`src/rtl/alu_pkg.sv`:
```
// Shared types and encodings for the ALU issue controller: ALU op codes,
// RV32 opcode/funct constants and the controller state encoding.
package alu_pkg;

  typedef enum logic [3:0] {
    ALU_NOP = 4'b0000,
    ALU_AND = 4'b0001,
    ALU_OR  = 4'b0010,
    ALU_ADD = 4'b0011,
    ALU_SUB = 4'b0100,
    ALU_XOR = 4'b0101,
    ALU_MUL = 4'b0110
  } alu_op_t;

  localparam logic [6:0] OPC_OP     = 7'b0110011;
  localparam logic [6:0] OPC_OP_IMM = 7'b0010011;
  localparam logic [6:0] OPC_BRANCH = 7'b1100011;

  localparam logic [2:0] F3_ADD_SUB = 3'b000;
  localparam logic [2:0] F3_XOR     = 3'b100;
  localparam logic [2:0] F3_OR      = 3'b110;
  localparam logic [2:0] F3_AND     = 3'b111;
  localparam logic [2:0] F3_BEQ     = 3'b000;
  localparam logic [2:0] F3_BNE     = 3'b001;

  localparam logic [6:0] F7_BASE   = 7'b0000000;
  localparam logic [6:0] F7_ALT    = 7'b0100000;
  localparam logic [6:0] F7_MULDIV = 7'b0000001;

  typedef enum logic [1:0] {
    ST_IDLE,
    ST_ISSUE,
    ST_CAPTURE,
    ST_RESP
  } state_t;

endpackage

```
`src/rtl/alu_decode.sv`:
```
// Combinational decode of one RV32 instruction into an ALU op, operand-2
// select, destination register and branch/illegal flags.
module alu_decode
  import alu_pkg::*;
#(
  parameter int unsigned XLEN = 32
) (
  input  logic [31:0]     instr,
  output alu_op_t         op,
  output logic            use_imm,
  output logic [XLEN-1:0] imm,
  output logic [4:0]      rd,
  output logic            wb_en,
  output logic            branch,
  output logic            bne,
  output logic            illegal
);

  logic [6:0] opcode;
  logic [2:0] funct3;
  logic [6:0] funct7;
  logic       writes_rd;
  logic       unused_src_fields;

  assign opcode = instr[6:0];
  assign funct3 = instr[14:12];
  assign funct7 = instr[31:25];
  assign imm    = {{(XLEN-12){instr[31]}}, instr[31:20]};
  // Register specifiers arrive as operand data; the fields themselves are not needed.
  assign unused_src_fields = ^instr[19:15];

  always_comb begin
    op        = ALU_NOP;
    use_imm   = 1'b0;
    writes_rd = 1'b0;
    branch    = 1'b0;
    bne       = 1'b0;
    illegal   = 1'b0;
    case (opcode)
      OPC_OP: begin
        writes_rd = 1'b1;
        case ({funct7, funct3})
          {F7_BASE,   F3_ADD_SUB}: op = ALU_ADD;
          {F7_ALT,    F3_ADD_SUB}: op = ALU_SUB;
          {F7_BASE,   F3_XOR}:     op = ALU_XOR;
          {F7_BASE,   F3_OR}:      op = ALU_OR;
          {F7_BASE,   F3_AND}:     op = ALU_AND;
          {F7_MULDIV, F3_ADD_SUB}: op = ALU_MUL;
          default: begin
            writes_rd = 1'b0;
            illegal   = 1'b1;
          end
        endcase
      end
      OPC_OP_IMM: begin
        writes_rd = 1'b1;
        use_imm   = 1'b1;
        case (funct3)
          F3_ADD_SUB: op = ALU_ADD;
          F3_XOR:     op = ALU_XOR;
          F3_OR:      op = ALU_OR;
          F3_AND:     op = ALU_AND;
          default: begin
            writes_rd = 1'b0;
            use_imm   = 1'b0;
            illegal   = 1'b1;
          end
        endcase
      end
      OPC_BRANCH: begin
        case (funct3)
          F3_BEQ: begin
            op     = ALU_SUB;
            branch = 1'b1;
          end
          F3_BNE: begin
            op     = ALU_SUB;
            branch = 1'b1;
            bne    = 1'b1;
          end
          default: illegal = 1'b1;
        endcase
      end
      default: illegal = 1'b1;
    endcase
    rd    = writes_rd ? instr[11:7] : 5'd0;
    wb_en = writes_rd && (instr[11:7] != 5'd0);
  end

endmodule

```
`src/rtl/alu_issue_ctrl.sv`:
```
// Execute-stage ALU initiator: accepts an instruction, drives the external
// combinational ALU for ISSUE/CAPTURE, and returns a writeback/branch response.
module alu_issue_ctrl
  import alu_pkg::*;
#(
  parameter int unsigned XLEN = 32
) (
  input  logic            clk,
  input  logic            reset,
  input  logic            in_valid,
  output logic            in_ready,
  input  logic [31:0]     in_instr,
  input  logic [XLEN-1:0] in_rs1_data,
  input  logic [XLEN-1:0] in_rs2_data,
  output logic [XLEN-1:0] alu_input1,
  output logic [XLEN-1:0] alu_input2,
  output logic [3:0]      alu_control,
  input  logic [XLEN-1:0] alu_result,
  input  logic            alu_zero,
  output logic            out_valid,
  input  logic            out_ready,
  output logic [XLEN-1:0] out_result,
  output logic [4:0]      out_rd,
  output logic            out_wb_en,
  output logic            out_branch,
  output logic            out_taken,
  output logic            out_illegal
);

  state_t state_q, state_d;

  alu_op_t         dec_op;
  logic            dec_use_imm;
  logic [XLEN-1:0] dec_imm;
  logic [4:0]      dec_rd;
  logic            dec_wb_en, dec_branch, dec_bne, dec_illegal;

  alu_op_t         op_q;
  logic [XLEN-1:0] in1_q, in2_q, result_q;
  logic [4:0]      rd_q;
  logic            wb_en_q, branch_q, bne_q, illegal_q, zero_q;
  logic            alu_active, accept, resp;

  alu_decode #(.XLEN(XLEN)) u_decode (
    .instr   (in_instr),
    .op      (dec_op),
    .use_imm (dec_use_imm),
    .imm     (dec_imm),
    .rd      (dec_rd),
    .wb_en   (dec_wb_en),
    .branch  (dec_branch),
    .bne     (dec_bne),
    .illegal (dec_illegal)
  );

  always_comb begin
    state_d    = state_q;
    in_ready   = 1'b0;
    alu_active = 1'b0;
    resp       = 1'b0;
    case (state_q)
      ST_IDLE: begin
        in_ready = 1'b1;
        if (in_valid) state_d = dec_illegal ? ST_RESP : ST_ISSUE;
      end
      ST_ISSUE: begin
        alu_active = 1'b1;
        state_d    = ST_CAPTURE;
      end
      ST_CAPTURE: begin
        alu_active = 1'b1;
        state_d    = ST_RESP;
      end
      ST_RESP: begin
        resp = 1'b1;
        if (out_ready) state_d = ST_IDLE;
      end
      default: state_d = ST_IDLE;
    endcase
  end

  assign accept = (state_q == ST_IDLE) && in_valid;

  always_ff @(posedge clk) begin
    if (reset) begin
      state_q   <= ST_IDLE;
      op_q      <= ALU_NOP;
      in1_q     <= '0;
      in2_q     <= '0;
      rd_q      <= '0;
      wb_en_q   <= 1'b0;
      branch_q  <= 1'b0;
      bne_q     <= 1'b0;
      illegal_q <= 1'b0;
      result_q  <= '0;
      zero_q    <= 1'b0;
    end else begin
      state_q <= state_d;
      if (accept) begin
        op_q      <= dec_op;
        in1_q     <= in_rs1_data;
        in2_q     <= dec_use_imm ? dec_imm : in_rs2_data;
        rd_q      <= dec_rd;
        wb_en_q   <= dec_wb_en;
        branch_q  <= dec_branch;
        bne_q     <= dec_bne;
        illegal_q <= dec_illegal;
      end
      if (state_q == ST_CAPTURE) begin
        result_q <= alu_result;
        zero_q   <= alu_zero;
      end
    end
  end

  // ALU drive and response are gated by state so idle/reset outputs read as zero.
  assign alu_input1  = alu_active ? in1_q : '0;
  assign alu_input2  = alu_active ? in2_q : '0;
  assign alu_control = alu_active ? op_q : ALU_NOP;

  assign out_valid   = resp;
  assign out_result  = (resp && !branch_q && !illegal_q) ? result_q : '0;
  assign out_rd      = resp ? rd_q : 5'd0;
  assign out_wb_en   = resp && wb_en_q;
  assign out_branch  = resp && branch_q;
  assign out_taken   = resp && branch_q && (bne_q ? !zero_q : zero_q);
  assign out_illegal = resp && illegal_q;

endmodule

```
`config.mk`:
```
export PLATFORM = sky130hd
export DESIGN_NAME = alu_issue_ctrl
export DESIGN_NICKNAME = d
export VERILOG_FILES = /design/src/rtl/alu_pkg.sv /design/src/rtl/alu_decode.sv /design/src/rtl/alu_issue_ctrl.sv
export SDC_FILE = /design/constraint.sdc
export NUM_CORES = 1
export LEC_CHECK = 0
export CAP_MARGIN = 0
export CELL_PAD_IN_SITES_DETAIL_PLACEMENT = 0
export CELL_PAD_IN_SITES_GLOBAL_PLACEMENT = 1
export CORE_AREA = 8 8 139 141
export DETAILED_ROUTE_END_ITERATION = 8
export DIE_AREA = 0 0 147 149
export PLACE_DENSITY_LB_ADDON = 0.3
export SLEW_MARGIN = 20
export SYNTH_ARGS = -nofsm -noshare
export SYNTH_HDL_FRONTEND = slang
export SYNTH_SLANG_ARGS = --single-unit
```
`constraint.sdc`:
```
create_clock -name clk -period 5 [get_ports clk]
set_input_delay 0.5 -clock clk [delete_from_list [all_inputs] [get_ports clk]]
set_output_delay 0.5 -clock clk [all_outputs]
set_load 0.02 [all_outputs]
```
# After elaboration in Yosys (flattened, before gate mapping)
# Cells that the tools add are included.
# word_totals
ff_bits	112
latch_bits	0
ram_bits	0
mem_bits_ro	0
in_bits	133
output_inout_bits	111
mem_count	0
# classes
n_addsub	0
multipliers	0
div_mod_pow	0
order_cmp	0
eq_ne	17
n_shift	0
muxes	31
bitwise	0
reduce_logical	20
# ops
op	n
$mux 32	4
$eq 10x3->1 const B	3
$pmux 3 s6	1
$mux 1	14
$pmux 3 s4	1
$pmux 4 s3	1
$eq 10x4->1 const B	1
$eq 10x9->1 const B	1
$logic_not 10->1	1
$mux 5	2
$eq 3x3->1 const B	3
$logic_and 1x1->1	8
$pmux 2 s4	1
$eq 7x5->1 const B	1
$eq 7x6->1 const B	1
$eq 7x7->1 const B	1
$mux 2	3
$reduce_or 6->1	1
$reduce_bool 5->1	1
$eq 2x2->1 const B	2
$mux 4	1
$ne 2x2->1 const B	2
$reduce_or 2->1	2
$reduce_or 4->1	1
9 further kinds	11

# Logic depth before layout (Yosys ltp)
# logic_depth
depth_word	7
mapped_depth	7

# Cells and area by module
# A second synthesis with hierarchy kept.
# hier_totals
cells_unflattened	657
area_unflattened_um2	5750.5
# modules_own_cells
mod	instances	cells_each	area_per_inst_um2
alu_issue_ctrl	1	581	5185.0
alu_decode	1	76	565.5

# Worst setup path after synthesis
# No wires, ideal clock.
# synth_path
path_kind	reg2out
from	register state_q[1]
to	output out_result[10]
arrival_time_ns	1.582
slack_ns	2.918
path_stages_with_launch	5
n_path_buf	1
path_cell_list	dfxtp_1 > ha_1 > nor3b_1 > clkbuf_1 > and2_1
# synth_via
elab_chain_cells	5
# synth_rtl
item	line_no	rtl
start: declaration	alu_issue_ctrl.sv:30	state_t state_q, state_d;
start signal: assignment	alu_issue_ctrl.sv:98	state_q <= state_d;
$eq 2x2->1	alu_issue_ctrl.sv:61	case (state_q)
$mux 1	alu_issue_ctrl.sv:61	
via out_valid	alu_issue_ctrl.sv:20	output logic out_valid,
$logic_and 1x1->1 (2 in a row)	alu_issue_ctrl.sv:122	assign out_result = (resp && !branch_q && !illegal_q) ? result_q : '0;
$mux 32	alu_issue_ctrl.sv:122	
end: declaration	alu_issue_ctrl.sv:22	output logic [XLEN-1:0] out_result,
# The timed path passes the listed nets, and every way through them passes these cells.

# Worst setup path after layout
# layout_path
from	register state_q[1]
to	output out_result[9]
# layout_via
elab_chain_cells	5
# layout_rtl
item	line_no
$eq 2x2->1	alu_issue_ctrl.sv:61
$mux 1	alu_issue_ctrl.sv:61
$logic_and 1x1->1 (2 in a row)	alu_issue_ctrl.sv:122
$mux 32	alu_issue_ctrl.sv:122
# Every way passes these cells.

==> flow_summary.ini <==
[clock_tree]
cts_root_buffer = clkbuf_16
cts-resized-gates = 0
cts.clk_slew.worst_paths_ns = 0.07
cts_sinks = 111
cts_inserted_buffers = 9
clockBufferDepth = 2
hold_buffers = 0
cts_tree = built
worstSkewPairLatency_ns = 0.34
cts.htree.levels = 3
post-cts-setup-buffers = 0

[setup_path]
startpoint = state_q[1]
critPathSlowestCell = nor3b_4
ff2ff_path_depth = 6
r2r_slack_ns = 2.83
reg2reg_to = state_q[1]
slowest_delay_ns = 0.82
endpoint = out_result[9]
cp_num_buf_inv = 1
crit_cells = 4
worst-path-max-fanout = 32
path_delay_family = simple AND/OR/NAND/NOR gates
cp.required_ns = 4.50
crit_arrival_ns = 2.76
critPathCaptureType = output port
cp-start-kind = register
path_cells = ha_1, nor3b_4, and2_1, clkdlybuf4s50_1
rr_startpoint = state_q[0]
critical_path_class = register to output port

[logic_synthesis]
syn_nets = 768
syn_avg_cell_area_um2 = 8.26
synthCells = 632
synth-seq-cells = 111
synth-async-reset-ratio = 0
synth-edff-count = 0
ys_seq_area_frac = 0.426
synth_flop_cell = dfxtp_1
synth.distinct_cells = 47
netlist_area_um2 = 5220
yosys_warnings = 0

[global_routing]
grt_pass1_wl_um = 27000
grt_pass1_vias = 4945
grt_start_max_net_pins = 109
grt_antenna_before_repair = 0
grt.total_usage = 0.151
grt_remaining_overflow = 0

[die]
num_io_pins = 244
die-area_um2 = 21900
start_util = 0.306
row_count = 48
die_y_um = 149
core_um2 = 17100
die_w_um = 147

[cells_and_area]
finalInstanceArea_um2 = 8040
drive_gt1_frac = 0.0359
final_cell_mix = clkdlybuf4s50_1 (236), dfxtp_1 (111), and2_1 (108)
final_common_cell = clkdlybuf4s50_1
syn_to_final_growth_pct = 54.0
seq_area_um2 = 2220
num-fill-cells = 1638
multi_input_area_um2 = 2790
finalNetCount = 967
n_antenna_cell = 0

[route]
totalWireLength_um = 17100
drtIter0Drc = 142
route.met3.wl_um = 1760
wl_met2_um = 7440
wl_met1_um = 7610
first_pass_iters = 4
topRoutingLayerUsed = met4
drc = 0
drtAntennaViolNets = 0
vias = 5024
post_drt_wl_per_cell_um = 16.1
vias_per_cell = 4.74

[timing]
finalHoldViolCount = 0
rsz0062_at_grt = false
fin_crit_sh = 0.653
worstMarginPinSlew_ns = 1.08
fin_setup_tns_ns = 0
clock.fmax_ghz = 0.306
fin_crit_ns = 3.26
finalSetupViolCount = 0
maxSlewHeadroom = 0.277
finalMaxSlewViolations = 0
skew_ns = 0.00759

[run]
max_cap_viol_count = 0

[place]
io_buffers = 237
dpl_cell_area_um2 = 7690
dp.final_hpwl_um = 12300
globalplace.congestion = 0.784

[power]
irDropWorstVdd_mv = 0.264
p_per_area_nw_per_um2 = 428
p_leak_nw = 3.03

[status]
status = complete, no violations

[min_path]
hp-class = register to register
hold_start = rd_q[2]
-- where the power goes --
part	total, mW	internal (mW)	leakage [nW]	switching (mW)
Combinational	1.48	0.645	1.95	0.831
Sequential	1.16	1.08	0.909	0.0865
Clock	0.804	0.472	0.167	0.332
Total	3.44	2.19	3.03	1.25
-- per-layer routing --
layer,up-vias,global-route usage
li1,2514,-
met1,2314,0.186
met2,178,0.232
met3,18,0.0646
met4,0,0.0515
met5,-,0
-- layout make-up --
class / count / area share
Clock buffer: 11 / 0.0314
Clock inverter: 5 / 0.0107
Inverter: 5 / 0.00233
Multi-Input combinational cell: 465 / 0.347
Sequential cell: 111 / 0.276
Tap cell: 225 / 0.0350
Timing Repair Buffer: 239 / 0.297
-- how the worst min path moves through the flow --
stage | to | slack, ns | cells past startpoint
6_report | rd_q[2] | 0.45 | 2
5_1_grt | in1_q[3] | 0.47 | 2
4_1_cts | rd_q[2] | 0.45 | 2
3_5_place_dp | rd_q[2] | 0.43 | 2
3_3_place_gp | rd_q[2] | 0.43 | 2
2_1_floorplan | rd_q[0] | 0.42 | 2
-- flip-flops by register name, indices dropped and copies added, names as in the netlist --
signal     count
in2_q         32
bne_q          1
op_q           3
result_q      32
wb_en_q        1
rd_q           5
zero_q         1
branch_q       1
state_q        2
in1_q         32
illegal_q      1
-- Yosys cell counts, types with 2 or more instances --
cell type,instances,area (um^2)
nand3_1,2,10.0
o2111ai_1,2,17.5
o21ai_0,12,60.1
ha_1,3,37.5
buf_4,2,15.0
buf_2,3,15.0
nand2_1,105,394
nor4_1,3,18.8
xor2_1,2,17.5
nor2_1,77,289
clkbuf_1,41,154
and4bb_2,2,25.0
a311oi_1,22,193
a211oi_1,14,105
and2_1,109,682
or4_1,2,15.0
inv_1,5,18.8
mux2i_1,44,440
buf_1,3,11.3
nor2b_1,4,25.0
o32ai_1,2,17.5
dfxtp_1,111,2220
a21oi_1,37,185
buf_6,2,22.5
-- kinds of logic (layout without fill, tap and decap cells) --
family	count (synthesis)	after routing	share of synthesized area
buffers and inverters	56	260	0.0453
flip-flops	111	111	0.426
adder cells (fa/ha/maj)	3	3	0.00719
XOR/XNOR	2	2	0.00336
AO/OA/AOI/OAI	100	100	0.136
AND/OR/NAND/NOR	315	315	0.297
multiplexers	44	44	0.0844
other	1	1	0.000719
-- tightest hold or removal path: stages, from the launching register on --
cell	delay, ns
dfxtp_1	0.32
nand2_1	0.05
o21ai_0	0.05
-- through the flow --
step	utilization	hold WS (ns)	worst slack, ns	std cells	power (mW)
floorplan	-	0.417	2.92	632	2.07
global placement	0.450	0.433	1.78	1045	2.63
detailed placement	0.451	0.434	2.06	1045	2.67
CTS	0.471	0.452	1.66	1061	3.50
global route	0.471	0.471	1.46	1061	3.68
finish	0.471	0.448	1.74	1061	3.44
Power figures use the tool's default switching activity.
